<file path="src/rtl/imm_decode_ctrl.sv">
// imm_decode_ctrl: two-entry in-order skid buffer that pre-decodes the
// immediate format of each accepted instruction and counts illegal ones.
module imm_decode_ctrl #(
    parameter int CNT_W = 8
) (
    input  logic             clk,
    input  logic             reset,
    input  logic             in_valid,
    output logic             in_ready,
    input  logic [31:0]      in_instr,
    input  logic [31:0]      in_pc,
    input  logic             flush,
    output logic             out_valid,
    input  logic             out_ready,
    output logic [31:0]      out_instr,
    output logic [31:0]      out_pc,
    output logic [3:0]       imm_sel,
    output logic             out_illegal,
    output logic [CNT_W-1:0] illegal_count
);

    typedef enum logic [1:0] {
        EMPTY = 2'd0,
        ONE   = 2'd1,
        TWO   = 2'd2
    } state_t;

    typedef struct packed {
        logic [31:0] instr;
        logic [31:0] pc;
        logic [3:0]  sel;
        logic        ill;
    } entry_t;

    localparam logic [3:0] SEL_I    = 4'd0;
    localparam logic [3:0] SEL_S    = 4'd1;
    localparam logic [3:0] SEL_B    = 4'd2;
    localparam logic [3:0] SEL_J    = 4'd3;
    localparam logic [3:0] SEL_U    = 4'd4;
    localparam logic [3:0] SEL_NONE = 4'd15;

    localparam entry_t BLANK = '{
        instr: 32'd0,
        pc:    32'd0,
        sel:   SEL_NONE,
        ill:   1'b0
    };

    localparam logic [CNT_W-1:0] CNT_MAX = '1;
    localparam logic [CNT_W-1:0] CNT_ONE = {{(CNT_W-1){1'b0}}, 1'b1};

    state_t           state;
    entry_t           head;
    entry_t           tail;
    entry_t           dec;
    logic [CNT_W-1:0] cnt;
    logic             push;
    logic             pop;

    // Decode the incoming word so each entry stores its format at push time
    always_comb begin
        dec       = BLANK;
        dec.instr = in_instr;
        dec.pc    = in_pc;
        dec.sel   = SEL_NONE;
        dec.ill   = 1'b0;
        case (in_instr[6:0])
            7'b0000011,
            7'b0010011,
            7'b1100111,
            7'b0001111,
            7'b1110011: dec.sel = SEL_I;
            7'b0100011: dec.sel = SEL_S;
            7'b1100011: dec.sel = SEL_B;
            7'b1101111: dec.sel = SEL_J;
            7'b0110111,
            7'b0010111: dec.sel = SEL_U;
            7'b0110011: dec.sel = SEL_NONE;
            default:    dec.ill = 1'b1;
        endcase
    end

    // Handshake terms; ready/valid come only from the occupancy register
    always_comb begin
        in_ready  = (state != TWO);
        out_valid = (state != EMPTY);
        push      = in_valid && in_ready && !flush;
        pop       = out_valid && out_ready && !flush;
    end

    // Occupancy, entry storage and the saturating illegal counter
    always_ff @(posedge clk) begin
        if (reset) begin
            state <= EMPTY;
            head  <= BLANK;
            tail  <= BLANK;
            cnt   <= '0;
        end else begin
            if (push && dec.ill && (cnt != CNT_MAX)) begin
                cnt <= cnt + CNT_ONE;
            end
            if (flush) begin
                state <= EMPTY;
                head  <= BLANK;
                tail  <= BLANK;
            end else begin
                unique case (state)
                    EMPTY: begin
                        if (push) begin
                            head  <= dec;
                            state <= ONE;
                        end
                    end
                    ONE: begin
                        if (push && pop) begin
                            head <= dec;
                        end else if (push) begin
                            tail  <= dec;
                            state <= TWO;
                        end else if (pop) begin
                            head  <= BLANK;
                            state <= EMPTY;
                        end
                    end
                    TWO: begin
                        if (pop) begin
                            head  <= tail;
                            tail  <= BLANK;
                            state <= ONE;
                        end
                    end
                    default: begin
                        state <= EMPTY;
                        head  <= BLANK;
                        tail  <= BLANK;
                    end
                endcase
            end
        end
    end

    // Head outputs are straight from the oldest entry register
    always_comb begin
        out_instr     = head.instr;
        out_pc        = head.pc;
        imm_sel       = head.sel;
        out_illegal   = head.ill;
        illegal_count = cnt;
    end

endmodule

</file>
<file path="config.mk">
export PLATFORM = sky130hd
export DESIGN_NAME = imm_decode_ctrl
export DESIGN_NICKNAME = d
export VERILOG_FILES = /design/src/rtl/imm_decode_ctrl.sv
export SDC_FILE = /design/constraint.sdc
export NUM_CORES = 1
export LEC_CHECK = 0
export ABC_AREA = 1
export CAP_MARGIN = 30
export CORE_ASPECT_RATIO = 1.75
export CORE_MARGIN = 2
export CORE_UTILIZATION = 50
export CTS_CLUSTER_SIZE = 8
export DETAILED_ROUTE_END_ITERATION = 10
export PLACE_DENSITY = 0.81
export SLEW_MARGIN = 20
export SYNTH_ARGS = -nofsm -noshare
export SYNTH_HDL_FRONTEND = slang
export SYNTH_SLANG_ARGS = --single-unit
</file>
<file path="constraint.sdc">
create_clock -name clk -period 2.5 [get_ports clk]
set_clock_uncertainty 0.1 [all_clocks]
set_input_delay 0.5 -clock clk [delete_from_list [all_inputs] [get_ports clk]]
set_output_delay 0.5 -clock clk [all_outputs]
set_load 0.005 [all_outputs]
</file>
==> impl_metrics.tcl <==
set metrics [dict create \
    routabilityCongestion 0.9400 \
    synth_cell_type_count 36 \
    worstSetupPathType "register to primary output" \
    final_common_cell "nand2_1" \
    switching_power_mw 1.279 \
    required_ps 1900 \
    finalMaxSlewViolations 0 \
    grt_max_degree 86 \
    dpl.hpwl_um 11560 \
    syn-num-nets 839 \
    cts_resized 0 \
    peakVddDrop_v 0.0004865 \
    final_net_count 972 \
    whs_ps 356.7 \
    antennaDiodeCount 0 \
    cellPowerDensity_nw_per_um2 660.0 \
    port_buffers 147 \
    comb_power_share_pct 10.1 \
    drtIter0Drc 471 \
    worst_setup_path_end_kind "primary output" \
    intPower_mw 4.266 \
    async_flop_share_pct 0 \
    routed_wl_um 17330 \
    ys.flop_type "dfxtp_1" \
    clock_latency_ps 410 \
    yosysWarnings 0 \
    layout_min_cycle_time_ps 2320 \
    ios 148 \
    hold_class "register to register" \
    start_util_pct 50.92 \
    grt_use_met1_pct 28.08 \
    p_clk_share_pct 46.2 \
    num_vias 6107 \
    critPathArrivalTime_ps 1720 \
    routedWlPerCell_um 16.06 \
    cts_hold_buf 0 \
    grtUsageMet2_pct 46.44 \
    grt_util_all_layers_pct 25.89 \
    start_kind "register" \
    worst_slew_pin_slew_ps 532.8 \
    critPathMaxFanout 6 \
    cts_sinks 148 \
    synthToLayoutAreaGrowth_pct 37.46 \
    grt_pass1_vias 5800 \
    p_sw_share_pct 23.07 \
    numCtsBuffers 17 \
    top_usage_layer "met2" \
    max-slew-margin-rel_pct 64.48 \
    layout-drive-gt1-share_pct 7.877 \
    final_antenna_net_count 0 \
    num_rows 53 \
    post_cts_buffers 0 \
    hold_viol_final 0 \
    power_frac_seq_pct 43.7 \
    stdcell_area_um2 8402 \
    cts_tree "done" \
    synth-seq-cells 148 \
    fin_crit_sh_pct 92.79 \
    synth_edf_count 0 \
    critPathTopFamily "buffers and inverters" \
    viasPerCell 5.660 \
    dieHeight_um 150.3 \
    place_area_um2 7797 \
    die_area_um2 13160 \
    first_pass_iters 5 \
    maxCapViolations 0 \
    setup-violations-final 0 \
    drc 0 \
    status "finished clean" \
    critical_path.cell_chain "nor2_2, inv_1, clkdlybuf4s50_1" \
    cts_root_buf "clkbuf_16" \
    met3_usage_pct 4.112 \
    cts_max_level 4 \
    final_cell_mix "nand2_1 (203), dfxtp_1 (148), clkdlybuf4s50_1 (147), a21oi_1 (88), nor2_1 (69)" \
    p_leak_nw 3.165 \
    die_x_um 87.58 \
    crit_buf_inv 2 \
    synth.avg_cell_area_um2 7.948 \
    grt_pass1_wl_um 26880 \
    synthCells 769 \
    overflow 0 \
    slowest_delay_ps 490 \
    antenna_found_initial 0 \
    clk_pin_slew_ps 60 \
    rsz0062_at_grt "no" \
    cts_max_path_buffers 2 \
    synth_area_um2 6112 \
    seq_area_frac_synth_pct 48.47 \
    timing.fmax_ghz 0.4311 \
    core_um2 12000 \
    cpMaxStageDelayCell "clkdlybuf4s50_1" \
]
## power by group through the flow
stage	clock [mW]	sequential, mW	combinational, mW
final	2.56	2.42	0.558
after global routing	2.69	2.43	0.602
after CTS	2.60	2.42	0.555
after detailed placement	0	2.47	0.549
after global placement	0	2.47	0.541
after floorplan	0	2.47	0.262
## layer usage
metal  share of wire (%)  wire length [um]
met1                  37              6423
met2                  54              9314
met3                 5.2               905
met4                 4.0               688
met5                   0                 0
## state kept, by name (all words and copies together) (netlist names)
signal,count
imm_sel,4
out_pc,32
out_illegal,1
illegal_count,8
state,2
out_instr,32
tail,69
## path summary, 6_finish.rpt
kind	cells past startpoint	start	slack (ps)	endpoint
min	2	tail[62]	360	tail[62]
max	3	state[0]	180	out_valid
max reg2reg	10	state[0]	310	out_pc[27]
min reg2reg	2	tail[62]	360	tail[62]
## cell type report
type	instances	area [um2]
Tap cell	165	206.4
Timing Repair Buffer	170	1732
Fill cell	949	3601
Clock inverter	12	156.4
Inverter	28	107.6
Clock buffer	19	442.9
Sequential cell	148	2963
Multi-Input combinational cell	537	2794
## logic make-up (layout without fill, tap and decap cells)
group / after synthesis / in the layout / synth area share, %
AND/OR/NAND/NOR: 300 / 300 / 19.45
buffers and inverters: 84 / 229 / 5.977
flip-flops: 148 / 148 / 48.47
AO/OA/AOI/OAI: 229 / 229 / 24.89
XOR/XNOR: 7 / 7 / 1.003
adder cells (fa/ha/maj): 1 / 1 / 0.2047
## stage by stage
stage	setup TNS, ps	setup WS (ps)	total power [mW]	utilization, %	cells
2_1_floorplan	0	557.4	2.734	-	769
3_3_place_gp	-56.37	-12.59	3.013	64.96	1048
3_5_place_dp	-1418	-216.2	3.024	64.96	1048
4_1_cts	0	148.9	5.581	69.96	1079
5_1_grt	0	11.76	5.719	70.00	1079
6_report	0	180.3	5.546	70.00	1079
## worst min-delay path, stage by stage, from the launching register on
cell	delay, ps
dfxtp_1	300
inv_1	60
a211oi_1	60
## Yosys cell counts, drive strengths merged, types with 4 or more instances
cell	count	share of area, %
a21oi	89	7.3
a211oi	7	0.86
dfxtp	148	48
a22oi	53	6.5
nand2	206	13
xor2	4	0.57
a22o	52	7.5
buf	28	2.5
nand3	13	1.1
clkbuf	28	1.7
inv	27	1.7
nor2	75	4.9
o21ai	19	1.6
Power figures use the tool's default switching activity.
